--- src/rtl/peripheral_bus_arbiter.sv ---
// peripheral_bus_arbiter: round-robin owner selection for the shared peripheral bus.
// One master owns the bus per transaction. Its strobes and payload are forwarded,
// and the slave's busy is returned to it. A hung slave is aborted after TIMEOUT_CYCLES.
// Ports:
//   clk, rst (async, active-low)
//   req_we/req_oe/req_address/req_byteSelect/req_dataWrite : packed per-master requests
//   req_busy/req_error/req_dataRead/req_grant               : per-master responses
//   peripheralBus_*                                         : forwarded bus and slave response
module peripheral_bus_arbiter #(
  parameter int unsigned REQUESTERS     = 4,
  parameter int unsigned ADDRESS_WIDTH  = 24,
  parameter int unsigned TIMEOUT_CYCLES = 255
) (
  input  logic                                clk,
  input  logic                                rst,
  input  logic [REQUESTERS-1:0]               req_we,
  input  logic [REQUESTERS-1:0]               req_oe,
  input  logic [REQUESTERS*ADDRESS_WIDTH-1:0] req_address,
  input  logic [REQUESTERS*4-1:0]             req_byteSelect,
  input  logic [REQUESTERS*32-1:0]            req_dataWrite,
  output logic [REQUESTERS-1:0]               req_busy,
  output logic [REQUESTERS-1:0]               req_error,
  output logic [31:0]                         req_dataRead,
  output logic [REQUESTERS-1:0]               req_grant,
  output logic                                peripheralBus_we,
  output logic                                peripheralBus_oe,
  output logic [ADDRESS_WIDTH-1:0]            peripheralBus_address,
  output logic [3:0]                          peripheralBus_byteSelect,
  output logic [31:0]                         peripheralBus_dataWrite,
  input  logic                                peripheralBus_busy,
  input  logic [31:0]                         peripheralBus_dataRead
);

  localparam int unsigned IDX_W = $clog2(REQUESTERS);
  localparam int unsigned CNT_W = (TIMEOUT_CYCLES == 0) ? 1 : $clog2(TIMEOUT_CYCLES + 1);
  localparam logic [CNT_W-1:0] CNT_LIMIT = CNT_W'(TIMEOUT_CYCLES);
  localparam logic TIMEOUT_EN = (TIMEOUT_CYCLES != 0);

  typedef enum logic {IDLE, OWNED} state_e;

  state_e                  state_q, state_d;
  logic [IDX_W-1:0]        owner_q, owner_d;
  logic [IDX_W-1:0]        last_q, last_d;
  logic [CNT_W-1:0]        cnt_q, cnt_d;
  logic [REQUESTERS-1:0]   grant_q, grant_d;

  logic [REQUESTERS-1:0]   req_c;
  logic                    any_req_c;
  logic [IDX_W-1:0]        winner_c;
  logic [IDX_W-1:0]        cand_c;
  logic                    found_c;
  logic                    owned_c;
  logic                    own_req_c;
  logic                    complete_c;
  logic                    abort_c;
  logic                    release_c;

  logic [ADDRESS_WIDTH-1:0] addr_a [REQUESTERS];
  logic [3:0]               bsel_a [REQUESTERS];
  logic [31:0]              wdat_a [REQUESTERS];

  // Unpack the per-master payload buses
  for (genvar i = 0; i < REQUESTERS; i++) begin : g_unpack
    assign addr_a[i] = req_address[i*ADDRESS_WIDTH +: ADDRESS_WIDTH];
    assign bsel_a[i] = req_byteSelect[i*4 +: 4];
    assign wdat_a[i] = req_dataWrite[i*32 +: 32];
  end

  assign req_c     = req_we | req_oe;
  assign any_req_c = |req_c;

  // Round-robin search starting just after the last owner; the last owner itself is tried last
  always_comb begin
    winner_c = '0;
    cand_c   = '0;
    found_c  = 1'b0;
    for (int unsigned k = 1; k <= REQUESTERS; k++) begin
      cand_c = IDX_W'((32'(last_q) + k) % REQUESTERS);
      if (!found_c && req_c[cand_c]) begin
        winner_c = cand_c;
        found_c  = 1'b1;
      end
    end
  end

  // Transaction status of the current owner
  always_comb begin
    owned_c    = (state_q == OWNED);
    own_req_c  = owned_c && req_c[owner_q];
    abort_c    = own_req_c && peripheralBus_busy && TIMEOUT_EN && (cnt_q == CNT_LIMIT);
    complete_c = own_req_c && !peripheralBus_busy;
    // Withdrawal releases ownership just like completion or abort
    release_c  = owned_c && (!own_req_c || complete_c || abort_c);
  end

  // State register
  always_ff @(posedge clk or negedge rst) begin
    if (!rst) begin
      state_q <= IDLE;
      owner_q <= '0;
      last_q  <= IDX_W'(REQUESTERS - 1);
      cnt_q   <= '0;
      grant_q <= '0;
    end else begin
      state_q <= state_d;
      owner_q <= owner_d;
      last_q  <= last_d;
      cnt_q   <= cnt_d;
      grant_q <= grant_d;
    end
  end

  // Next-state logic
  always_comb begin
    state_d = state_q;
    owner_d = owner_q;
    last_d  = last_q;
    cnt_d   = cnt_q;
    grant_d = grant_q;
    case (state_q)
      IDLE: begin
        if (any_req_c) begin
          state_d = OWNED;
          owner_d = winner_c;
          last_d  = winner_c;
          cnt_d   = '0;
          grant_d = REQUESTERS'(1) << winner_c;
        end
      end
      OWNED: begin
        if (release_c) begin
          if (any_req_c) begin
            owner_d = winner_c;
            last_d  = winner_c;
            cnt_d   = '0;
            grant_d = REQUESTERS'(1) << winner_c;
          end else begin
            state_d = IDLE;
            cnt_d   = '0;
            grant_d = '0;
          end
        end else if (peripheralBus_busy && (cnt_q != '1)) begin
          cnt_d = cnt_q + CNT_W'(1);
        end
      end
      default: state_d = IDLE;
    endcase
  end

  // Outputs: forwarding and owner responses are combinational from owner/state
  always_comb begin
    peripheralBus_we         = 1'b0;
    peripheralBus_oe         = 1'b0;
    peripheralBus_address    = '0;
    peripheralBus_byteSelect = '0;
    peripheralBus_dataWrite  = '0;
    req_busy                 = req_c;
    req_error                = '0;
    req_dataRead             = 32'hFFFF_FFFF;
    if (own_req_c) begin
      peripheralBus_we         = req_we[owner_q];
      peripheralBus_oe         = req_oe[owner_q];
      peripheralBus_address    = addr_a[owner_q];
      peripheralBus_byteSelect = bsel_a[owner_q];
      peripheralBus_dataWrite  = wdat_a[owner_q];
      req_busy[owner_q]        = peripheralBus_busy && !abort_c;
    end
    if (abort_c) begin
      req_error[owner_q] = 1'b1;
    end
    if (complete_c) begin
      req_dataRead = peripheralBus_dataRead;
    end
  end

  assign req_grant = grant_q;

endmodule

--- config.mk ---
export PLATFORM = sky130hd
export DESIGN_NAME = peripheral_bus_arbiter
export DESIGN_NICKNAME = d
export VERILOG_FILES = /design/src/rtl/peripheral_bus_arbiter.sv
export SDC_FILE = /design/constraint.sdc
export NUM_CORES = 1
export LEC_CHECK = 0
export ABC_AREA = 1
export CORE_AREA = 10 10 143 145
export CTS_BUF_LIST = sky130_fd_sc_hd__clkbuf_4 sky130_fd_sc_hd__clkbuf_8 sky130_fd_sc_hd__clkbuf_16
export DETAILED_ROUTE_END_ITERATION = 16
export DIE_AREA = 0 0 153 155
export SYNTH_ARGS = -nofsm -noshare
export SYNTH_HDL_FRONTEND = slang
export SYNTH_SLANG_ARGS = --single-unit
--- constraint.sdc ---
create_clock -name clk -period 2.1 [get_ports clk]
set_input_delay 0.315 -clock clk [delete_from_list [all_inputs] [get_ports clk]]
set_output_delay 0.315 -clock clk [all_outputs]
set_load 0.1 [all_outputs]
==> flow_summary.toml <==
[setup_path]
crit_type = "register to output pin"
start_kind = "register"
required_ns = 1.78
rrSetupSlack_ns = 0.32
reg2regPathDepth = 11
crit_path_end_kind = "output pin"
cp_max_fo = 27
r2r_end = "owner_q[0]"
arrival_ns = 1.96
r2r_start = "cnt_q[1]"

[sta]
setup_tns_ns = -13.60
rsz0062_at_grt = "yes"
fin_crit_ns = 2.28
clock.fmax_mhz = 439
setup_ws_ns = -0.177
skew_ns = 0.00154
drv_slew = 0
max_slew_margin_pct = 71.8
hold_ws_ns = 0.387
tightest_slew_ns = 0.423
finalHoldViolations = 0
setup_viol_count_final = 102
finalCritPeriodShare_pct = 108

[global_route]
overflow = 0
grt_antenna_before_repair = 3
grt_pass1_wl_um = 36800
grt_usage_pct = 19.6
grt_pass1_vias = 5393
grt_max_degree = 64

[pwr]
p_leak_uw = 0.00374
ir_worst_vdd_uv = 1750
p_per_area_nw_per_um2 = 2050

[drt]
initialDrtViolationCount = 222
drc = 0
wl_met1_um = 10100
viasPerCell = 4.68
drt-total-wl_um = 25600
ant_nets = 0
vias = 5341
wl_per_cell_um = 22.4
dr.max_layer_used = "met5"
wl_met3_um = 1520
met2_length_um = 13700
drtPass1Iterations = 4

[cts]
root_buffer = "clkbuf_16"
clk_pin_slew_ns = 0.05
cts.sinks = 17
cts_buffers = 3
h-tree-depth = 1
clockBufferDepth = 2
cts_tree = "built"
ctsHoldBuffers = 0
clk_latency_ns = 0.25

[synthesis]
synth_fp_nets = 797
syn_area_per_cell_um2 = 5.82
netlist_top_cells_area = "nand2_1 26%, a22oi_1 16%, a31oi_1 14%"
synthesis.area_um2 = 2980
synth_area_leader_cell = "nand2_1"
ys_warn_count = 0
seq_area_frac_synth_pct = 14.3
dominantRegCellSynth = "dfrtp_1"
yosys.cell_types.count = 33
synth-edff-count = 0
synth-seq-cells = 17
synth_top_area_share_pct = 25.5
synthArstFlopShare_pct = 100
synthCells = 513

[layout]
drive_gt1_share_pct = 33.4
layout.nets = 1198
area_growth_pct = 223
layoutNonFillerInstCount = 1142
final_cell_area_um2 = 9630
post-route-util_pct = 54.5
antenna_cells = 0

[place]
placed_area_um2 = 8750
dp.cells = 1125
dp_hpwl_um = 20800
gp_congestion = 0.853
port_buffers = 388

[floorplanning]
fp.dieH_um = 155
num_rows = 49
die_x_um = 153
die_area_um2 = 23700
io_pins = 389
start_util_pct = 16.9
coreArea_um2 = 17700

[run]
cap_violations = 0

[outcome]
violations = "setup timing"
outcome = "finished with violations"

[worst_hold_path]
hold_class = "primary input to async pin"
power breakdown:
group / total, µW / internal, µW / switching (µW) / leakage (µW)
clock: 394 / 271 / 124 / 0.0000416
combinational: 18800 / 6530 / 12300 / 0.00349
sequential: 528 / 432 / 96.0 / 0.000216
total: 19800 / 7240 / 12500 / 0.00374
cells in the mapped netlist (all sizes together) (3+ instances only):
cell type	n
a22oi	63
clkbuf	21
nor2	15
nand2	221
o22ai	5
nor3	3
xor2	5
nand4	5
o21ai	8
buf	14
a31oi	66
inv	50
nand3	16
dfrtp	15
logic make-up after synthesis:
group	count (synthesis)	share of synthesized area, %
XOR/XNOR	6	1.76
adder cells (fa/ha/maj)	1	0.419
flip-flops	17	14.3
AND/OR/NAND/NOR	261	38.4
buffers and inverters	85	12.0
AO/OA/AOI/OAI	143	33.1
worst max-delay path, stage by stage, from the launching register on:
cell and delay, ns:
dfrtp_1 0.42, inv_2 0.09, nand2_4 0.08, inv_4 0.05
nand2_2 0.05, nand2_2 0.06, a21oi_4 0.14, nand2_4 0.13
buf_12 0.22, a31oi_2 0.24, buf_12 0.21
how the worst max path moves through the flow:
stage	from	end	slack, ns	cells past startpoint
after global routing	owner_q[0]	req_dataRead[27]	-0.28	12
after CTS	owner_q[0]	peripheralBus_address[15]	-0.17	10
final	owner_q[0]	peripheralBus_dataWrite[6]	-0.18	10
after detailed placement	req_we[0]	req_error[2]	-0.26	10
after floorplan	owner_q[1]	peripheralBus_address[0]	-0.34	9
after global placement	req_we[0]	req_error[3]	-0.25	10
state kept, by name, indices dropped and copies added (netlist names):
signal / flops
owned_c: 1
req_grant: 4
cnt_q: 8
owner_q: 2
last_q: 2
metrics by stage:
| stage | worst slack (ns) | power [µW] |
|---|---|---|
| 2_1_floorplan | -0.340 | 11600 |
| 3_3_place_gp | -0.250 | 18200 |
| 3_5_place_dp | -0.261 | 18300 |
| 4_1_cts | -0.166 | 19500 |
| 5_1_grt | -0.283 | 20400 |
| 6_report | -0.177 | 19800 |
metal layers:
metal | GRT usage (%) | vias up
li1 | - | 2577
met1 | 23.5 | 2528
met2 | 36.1 | 211
met3 | 4.36 | 19
met4 | 1.77 | 6
met5 | 0 | -
what timing repair did:
action                                  CTS  global route
buffers inserted                          9             1
gates cloned                              2             1
endpoints found under the setup margin  102           102
pin swaps                                10             8
gates resized for setup                  84            36
cells in the final DEF (no fill, tap or decap), drive strengths merged:
cell             n
xnor2            1
dfrtp           15
inv             50
nand3b           1
dfstp            2
nand2          221
nor2            15
clkdlybuf4s50  279
clkbuf           5
o21ai            8
dlygate4sd2      3
a22oi           63
nand4            5
a31oi           66
nand3           16
o22ai            5
nor3             3
xor2             5
buf            148
a21oi            1
ha               1
cell type report:
class                           count  area (µm²)
Timing Repair Buffer              431        5390
Fill cell                        1603        8030
Sequential cell                    17         428
Clock buffer                        4        82.6
Multi-Input combinational cell    411        3240
Tap cell                          229         287
Inverter                           50         198
Note: power is estimated with default switching activity, not from simulation.
